File: config.mk
export PLATFORM = sky130hd
export DESIGN_NAME = serial_pattern_gen_flat
export DESIGN_NICKNAME = d
export VERILOG_FILES = /design/src/rtl/serial_pattern_gen_if.sv /design/src/rtl/serial_pattern_gen.sv /design/src/flat_wrapper.sv
export SDC_FILE = /design/constraint.sdc
export NUM_CORES = 1
export LEC_CHECK = 0
export CAP_MARGIN = 25
export CORE_MARGIN = 8
export CORE_UTILIZATION = 25
export DETAILED_ROUTE_END_ITERATION = 6
export PLACE_DENSITY = 0.39
export SYNTH_ARGS = -nofsm -noshare
export SYNTH_HDL_FRONTEND = slang
export SYNTH_SLANG_ARGS = --single-unit
File: constraint.sdc
create_clock -name clk -period 3.1 [get_ports clk]
set_clock_uncertainty 0.15 [all_clocks]
set_input_delay 0.465 -clock clk [delete_from_list [all_inputs] [get_ports clk]]
set_output_delay 0.465 -clock clk [all_outputs]
set_load 0.05 [all_outputs]
File: src/rtl/serial_pattern_gen_if.sv
// serial_pattern_gen_if: command handshake and serial output bundle of the pattern generator
interface serial_pattern_gen_if #(
  parameter int WIDTH = 16,
  parameter int LEN_W = $clog2(WIDTH),
  parameter int REP_W = 4,
  parameter int CNT_W = 8
);
  logic             load_valid;
  logic             load_ready;
  logic [WIDTH-1:0] load_data;
  logic [LEN_W-1:0] load_len;
  logic [REP_W-1:0] load_rep;
  logic             data_out;
  logic             data_out_valid;
  logic             busy;
  logic             done;
  logic [CNT_W-1:0] match_count;
  modport master (
    output load_valid, load_data, load_len, load_rep,
    input  load_ready, data_out, data_out_valid, busy, done, match_count
  );
  modport slave (
    input  load_valid, load_data, load_len, load_rep,
    output load_ready, data_out, data_out_valid, busy, done, match_count
  );
endinterface

File: src/rtl/serial_pattern_gen.sv
// serial_pattern_gen: shifts a captured word out MSB-first with repeats and counts overlapping "101"
module serial_pattern_gen #(
  parameter int WIDTH = 16,
  parameter int LEN_W = $clog2(WIDTH),
  parameter int REP_W = 4,
  parameter int CNT_W = 8
) (
  input logic                clk,
  input logic                rst_n,
  serial_pattern_gen_if.slave bus
);
  typedef enum logic [1:0] {IDLE, SEND, DONE} state_t;
  state_t           r_state;
  logic [WIDTH-1:0] r_data;
  logic [LEN_W-1:0] r_top;
  logic [LEN_W-1:0] r_idx;
  logic [REP_W-1:0] r_rep;
  logic [1:0]       r_hist;
  logic [CNT_W-1:0] r_count;
  logic             r_out;
  logic             r_valid;
  logic             r_busy;
  logic             r_done;
  logic [LEN_W-1:0] w_top;
  logic             w_hit;
  // index of the first bit; len 0 wraps to WIDTH-1 because WIDTH is a power of two
  assign w_top = bus.load_len - LEN_W'(1);
  assign w_hit = r_hist == 2'b10 && r_out && !(&r_count);
  assign bus.load_ready     = r_state == IDLE && rst_n;
  assign bus.data_out       = r_out;
  assign bus.data_out_valid = r_valid;
  assign bus.busy           = r_busy;
  assign bus.done           = r_done;
  assign bus.match_count    = r_count;
  // command FSM: capture, shift out with back-to-back repeats, single-cycle done
  always_ff @(posedge clk or negedge rst_n) begin
    if (!rst_n) begin
      r_state <= IDLE;
      r_data  <= '0;
      r_top   <= '0;
      r_idx   <= '0;
      r_rep   <= '0;
      r_hist  <= '0;
      r_count <= '0;
      r_out   <= 1'b0;
      r_valid <= 1'b0;
      r_busy  <= 1'b0;
      r_done  <= 1'b0;
    end else begin
      case (r_state)
        IDLE: if (bus.load_valid) begin
          r_data  <= bus.load_data;
          r_top   <= w_top;
          r_idx   <= w_top;
          r_rep   <= bus.load_rep;
          r_hist  <= '0;
          r_count <= '0;
          r_out   <= bus.load_data[w_top];
          r_valid <= 1'b1;
          r_busy  <= 1'b1;
          r_state <= SEND;
        end
        SEND: begin
          r_hist <= {r_hist[0], r_out};
          if (w_hit) r_count <= r_count + CNT_W'(1);
          if (r_idx != '0) begin
            r_idx <= r_idx - LEN_W'(1);
            r_out <= r_data[r_idx - LEN_W'(1)];
          end else if (r_rep != '0) begin
            r_rep <= r_rep - REP_W'(1);
            r_idx <= r_top;
            r_out <= r_data[r_top];
          end else begin
            r_out   <= 1'b0;
            r_valid <= 1'b0;
            r_done  <= 1'b1;
            r_state <= DONE;
          end
        end
        DONE: begin
          r_done  <= 1'b0;
          r_busy  <= 1'b0;
          r_state <= IDLE;
        end
        default: r_state <= IDLE;
      endcase
    end
  end
endmodule

File: src/flat_wrapper.sv
// flat-port wrapper written by rule: the top's interface ports become plain ports
module serial_pattern_gen_flat 
#(
  parameter int WIDTH = 16,
  parameter int LEN_W = $clog2(WIDTH),
  parameter int REP_W = 4,
  parameter int CNT_W = 8
)
  (clk, rst_n, bus_load_valid, bus_load_data, bus_load_len, bus_load_rep, bus_load_ready, bus_data_out, bus_data_out_valid, bus_busy, bus_done, bus_match_count);
  serial_pattern_gen_if #(.WIDTH(WIDTH), .LEN_W(LEN_W), .REP_W(REP_W), .CNT_W(CNT_W)) bus_i ();
  input logic clk;
  input logic rst_n;
  input wire logic [$bits(bus_i.load_valid)-1:0] bus_load_valid;
  input wire logic [$bits(bus_i.load_data)-1:0] bus_load_data;
  input wire logic [$bits(bus_i.load_len)-1:0] bus_load_len;
  input wire logic [$bits(bus_i.load_rep)-1:0] bus_load_rep;
  output wire logic [$bits(bus_i.load_ready)-1:0] bus_load_ready;
  output wire logic [$bits(bus_i.data_out)-1:0] bus_data_out;
  output wire logic [$bits(bus_i.data_out_valid)-1:0] bus_data_out_valid;
  output wire logic [$bits(bus_i.busy)-1:0] bus_busy;
  output wire logic [$bits(bus_i.done)-1:0] bus_done;
  output wire logic [$bits(bus_i.match_count)-1:0] bus_match_count;
  assign bus_i.load_valid = bus_load_valid;
  assign bus_i.load_data = bus_load_data;
  assign bus_i.load_len = bus_load_len;
  assign bus_i.load_rep = bus_load_rep;
  assign bus_load_ready = bus_i.load_ready;
  assign bus_data_out = bus_i.data_out;
  assign bus_data_out_valid = bus_i.data_out_valid;
  assign bus_busy = bus_i.busy;
  assign bus_done = bus_i.done;
  assign bus_match_count = bus_i.match_count;
  serial_pattern_gen #(.WIDTH(WIDTH), .LEN_W(LEN_W), .REP_W(REP_W), .CNT_W(CNT_W)) u_core (.clk(clk), .rst_n(rst_n), .bus(bus_i));
endmodule
Word-level counts from Yosys, hierarchy flattened
Index checks and enable logic that the tools add are counted.
{"block": "totals", "regBits": 44, "input_bits": 27, "word_cells": 82, "out_inout_bits": 13}
{"block": "op_classes", "reduce_logical": 20, "eq_ne": 9, "n_lt_le_gt_ge": 3, "mux": 35, "n_addsub": 4}
{"op": "4-bit two-way mux", "n": 6}
{"op": "8-bit two-way mux", "n": 2}
{"op": "4-bit one-hot mux with 2 select lines", "n": 2}
{"op": "8-bit one-hot mux with 2 select lines", "n": 1}
{"op": "4-bit by 5-bit < comparator with 1-bit output, second input constant", "n": 3}
{"op": "1-bit binary-select mux with 4-bit select", "n": 3}
{"op": "3-bit AND reduction", "n": 4}
{"op": "4-bit by 1-bit subtractor with 4-bit output, second input constant", "n": 3}
{"op": "1-bit two-way mux", "n": 11}
{"op": "8-bit by 1-bit adder with 8-bit output, second input constant", "n": 1}
{"op": "2-bit two-way mux", "n": 4}
{"op": "1-bit one-hot mux with 2 select lines", "n": 4}
{"op": "2-bit one-hot mux with 2 select lines", "n": 2}
{"op": "4-bit AND reduction", "n": 2}
{"op": "8-bit AND reduction", "n": 1}
{"op": "4-bit nonzero test", "n": 2}
{"op": "2-bit != test, second input constant", "n": 3}
{"op": "2-bit AND reduction", "n": 3}
{"op": "2-bit nonzero test", "n": 3}
{"op": "2-bit == test, second input constant", "n": 2}
{"op": "2-bit by 1-bit != test with 1-bit output, second input constant", "n": 2}
{"op": "1-bit logical AND", "n": 3}
{"op": "3-bit by 1-bit != test with 1-bit output, second input constant", "n": 1}
{"op": "2-bit by 1-bit == test with 1-bit output, second input constant", "n": 1}
{"op": "2 further kinds", "n": 2}

Longest topological paths before layout
{"block": "depth", "word_depth": 5, "mapped_depth": 8, "depth_no_buf": 7}

Worst setup path after synthesis
No wires, ideal clock.
{"block": "synth_path", "kind": "input to register", "from": "input bus_load_len[0]", "to": "register u_core.r_out, in the netlist u_core.bus.data_out", "arrival_time_ns": 2.277, "cell_stages": 7, "setup_time_ns": 0.126, "required_time_ns": 2.824, "setup_slack_ns": 0.547, "n_path_buf": 1, "path_cell_list": "clkbuf_1 inv_1 ha_1 mux4_2 mux2_2 a32o_1 o32a_1"}
{"block": "synth_between", "elab_chain_cells": 5}
{"element": "start, declared", "line": "flat_wrapper.sv:15", "source": "input wire logic [$bits(bus_i.load_len)-1:0] bus_load_len;"}
{"element": "4-bit by 1-bit subtractor with 4-bit output", "line": "serial_pattern_gen.sv:27", "source": "assign w_top = bus.load_len - LEN_W'(1);"}
{"element": "via u_core.w_top[0]", "line": "serial_pattern_gen.sv:24", "source": "logic [LEN_W-1:0] w_top;"}
{"element": "1-bit binary-select mux with 4-bit select", "line": "serial_pattern_gen.sv:58", "source": "r_out <= bus.load_data[w_top];"}
{"element": "1-bit two-way mux (not written as such)", "line": "serial_pattern_gen.sv:58"}
{"element": "1-bit two-way mux", "line": "serial_pattern_gen.sv:51", "source": "IDLE: if (bus.load_valid) begin"}
{"element": "1-bit one-hot mux with 2 select lines", "line": "serial_pattern_gen.sv:50", "source": "case (r_state)"}
{"element": "end signal, assigned", "line": "serial_pattern_gen.sv:58"}
{"element": "end signal, assigned", "line": "serial_pattern_gen.sv:68", "source": "r_out <= r_data[r_idx - LEN_W'(1)];"}
{"element": "end signal, assigned", "line": "serial_pattern_gen.sv:72", "source": "r_out <= r_data[r_top];"}
{"element": "end, declared", "line": "serial_pattern_gen.sv:20", "source": "logic r_out;"}
The timed path passes the listed nets, and every way through them passes these cells. The select of a mux whose other input is x is not followed.
A chain may end at the register's enable or synchronous reset.

Final worst setup path
{"block": "layout_path", "from": "input bus_load_len[1]", "to": "register u_core.r_out, in the netlist u_core.bus.data_out"}
{"block": "layout_between", "elab_chain_cells": 5}
{"element": "4-bit by 1-bit subtractor with 4-bit output", "line": "serial_pattern_gen.sv:27"}
{"element": "1-bit binary-select mux with 4-bit select", "line": "serial_pattern_gen.sv:58"}
{"element": "1-bit two-way mux (not written as such)", "line": "serial_pattern_gen.sv:58"}
{"element": "1-bit two-way mux", "line": "serial_pattern_gen.sv:51"}
{"element": "1-bit one-hot mux with 2 select lines", "line": "serial_pattern_gen.sv:50"}
No other way between the ends. The select of a mux whose other input is x is not followed.

==> reports/metrics.cfg <==
[status]
run_status = finished clean

[critical_path]
path_cells = clkdlybuf4s50_1 > inv_1 > ha_1 > mux4_2 > mux2_2 > a32o_1 > o32a_1
endpoint_kind = register
cp_data_arrival_time_ns = 2.56
crit_path_top_delay_cell = clkdlybuf4s50_1
worstPathRequired_ns = 3.13
critPathKind = in2reg
cp_top_family = multiplexers
path_max_fanout = 6
max_stage_delay_ns = 0.51
critPathBufInv = 2
cp-start-kind = primary input

[grt]
grt-ovfl-total = 0
grt_max_degree = 45
grt_util_all_layers = 0.104
antenna_found_initial = 0
first_global_vias = 2073
grt_pass1_wl_um = 11600

[timing]
min_period_over_period = 0.814
setup_violations = 0
finalWorstSetupSlack_ns = 0.576
rsz0062_at_grt = false
worst_pin_slew_ns = 0.784
finalHoldViolCount = 0
slew_viol_final = 0
setup_tns_ns = 0
fmax_ghz = 0.396
min_period_ns = 2.52
slew-limit-headroom = 0.472

[finish]
final_common_cell = dfrtp_1
final_cell_mix = dfrtp_1, clkdlybuf4s50_1, mux2_2, nand2_1, a21oi_1
syn_to_final_growth_pct = 28.0
nNetsFinal = 317
n_fill_cell = 1105
antennaDiodeCount = 0
multi_input_area_um2 = 1390
drive_gt1_frac = 0.204
register_area_um2 = 1100

[yosys]
async_flop_share = 1.00
synth_cells = 236
yosys_warnings = 0
synth_cell_types = 42
syn_nets = 270
ys.flop_type = dfrtp_1
ys_seq_area_frac = 0.424
syn_area_um2 = 2600
synth-seq-cells = 44
syn_avg_cell_area_um2 = 11.0
synth_edf_count = 0

[detailed_routing]
vias_per_cell = 4.73
first_iter_violations = 75
final_antenna_net_count = 0
drt_first_pass_iters = 4
post_drt_wl_per_cell_um = 16.4
remaining_drc_errors = 0
vias = 1988
drt-total-wl_um = 6880

[pwr]
internal_power_mw = 1.88
vdd_drop_max_uv = 281
seqPwrFrac = 0.337
p_leak_nw = 1.35
swShare = 0.389
pwr-share-comb = 0.503
clkPwrFrac = 0.160
p_per_area_nw_per_um2 = 925
p_switching_mw = 1.20

[clock_network]
cts_buffer_depth = 2
cts-hold-fix-buffers = 0
cts-root-buf = clkbuf_8
cts_num_sinks = 44
h-tree-depth = 2
cts_buffers = 5
clkLatencyLatePin_ns = 0.29
cts_tree = built
post_cts_buffers = 0
cts.reportedPaths.clkPinSlew_ns = 0.09
ctsResizeCount = 0

[floorplanning]
coreArea_um2 = 10200
num_io_pins = 40
num_rows = 37
die_area_um2 = 13900
dieHeight_um = 118
dieWidth_um = 118
start_util = 0.255

[placement]
port-buffer-count = 39
pre_cts_ws_ns = 0.235
dpl.hpwl_um = 5170
gp_congestion = 0.755

[min_path]
hp-class = in2async

[job]
cap_viol_max_count = 0

through the flow:
stage               instance area, um^2  std cells  hold slack [ns]  power (mW)  utilization
floorplan                          2600        236           0.0194        2.13            -
global placement                   3200        412            0.328        2.61        0.314
detailed placement                 3200        412            0.337        2.62        0.314
CTS                                3320        420            0.205        3.13        0.326
global route                       3320        420            0.217        3.32        0.326
finish                             3320        420            0.152        3.07        0.326
Yosys cell counts, types with 2 or more instances:
master,instances,area (um^2)
a21oi_1,16,80.1
a32o_1,3,30.0
o22ai_1,4,25.0
o21ai_1,2,10.0
o21ai_0,15,75.1
mux4_2,9,203
a31o_2,2,17.5
nor2_1,15,56.3
dfrtp_1,44,1100
o211ai_1,2,15.0
nand3_1,4,20.0
clkbuf_1,9,33.8
xnor2_1,7,61.3
o22a_1,3,26.3
nor2b_1,2,12.5
buf_1,3,11.3
a41o_1,2,20.0
mux2i_1,3,30.0
mux2_2,22,248
ha_1,7,87.6
a2111oi_0,4,35.0
nor3_1,4,20.0
a31oi_1,2,12.5
inv_1,14,52.6
nand2b_1,2,12.5
mux4_1,4,105
nand2_1,16,60.1
and2_1,2,12.5
final timing paths:
kind,from,slack (ns),cells past startpoint,to
worst max register to register,u_core.r_top[0],0.58,4,u_core.bus.data_out
worst max-delay path,bus_load_len[1],0.58,7,u_core.bus.data_out
worst min-delay path,rst_n,0.15,2,u_core.r_rep[0]
worst min register to register,u_core.r_hist[1],0.35,1,u_core.r_hist[1]
min in group clk,u_core.r_hist[1],0.35,1,u_core.r_hist[1]
max in group asynchronous,rst_n,2.23,2,u_core.bus.match_count[1]
layout make-up:
class,instances,area share
Tap cell,136,0.0512
Clock buffer,7,0.0290
Multi-Input combinational cell,165,0.417
Sequential cell,44,0.331
Clock inverter,1,0.00903
Timing Repair Buffer,53,0.147
Inverter,14,0.0158
cell families after synthesis:
logic type | synth area share
buffers and inverters | 0.0419
DFF | 0.424
xor gates and xnor gates | 0.0270
AOI/OAI and AO/OA | 0.157
muxes | 0.226
and+or+nand+nor | 0.0911
adders and majority gates | 0.0337
sequential cells by signal, indices dropped and copies added, names as in the netlist:
signal and count:
u_core.bus.busy 1, u_core.bus.data_out 1, u_core.bus.data_out_valid 1, u_core.bus.done 1, u_core.bus.match_count 8, u_core.r_data 16, u_core.r_hist 2, u_core.r_idx 4
u_core.r_rep 4, u_core.r_state 2, u_core.r_top 4
power groups by stage:
stage	Sequential [mW]	Clock, mW	Combinational, mW
after CTS	1.03	0.517	1.57
final	1.04	0.491	1.55
after detailed placement	1.05	0	1.57
after global placement	1.04	0	1.57
after floorplan	1.04	0	1.09
after global routing	1.08	0.535	1.71
layer usage:
layer	track usage	vias to the layer above	part of all wire
met2	0.155	28	0.44
met1	0.143	980	0.51
met3	0.0278	4	0.034
li1	-	976	-
met4	0.0288	0	0.0089
met5	0	-	0
Note: power is estimated with default switching activity, not from simulation.
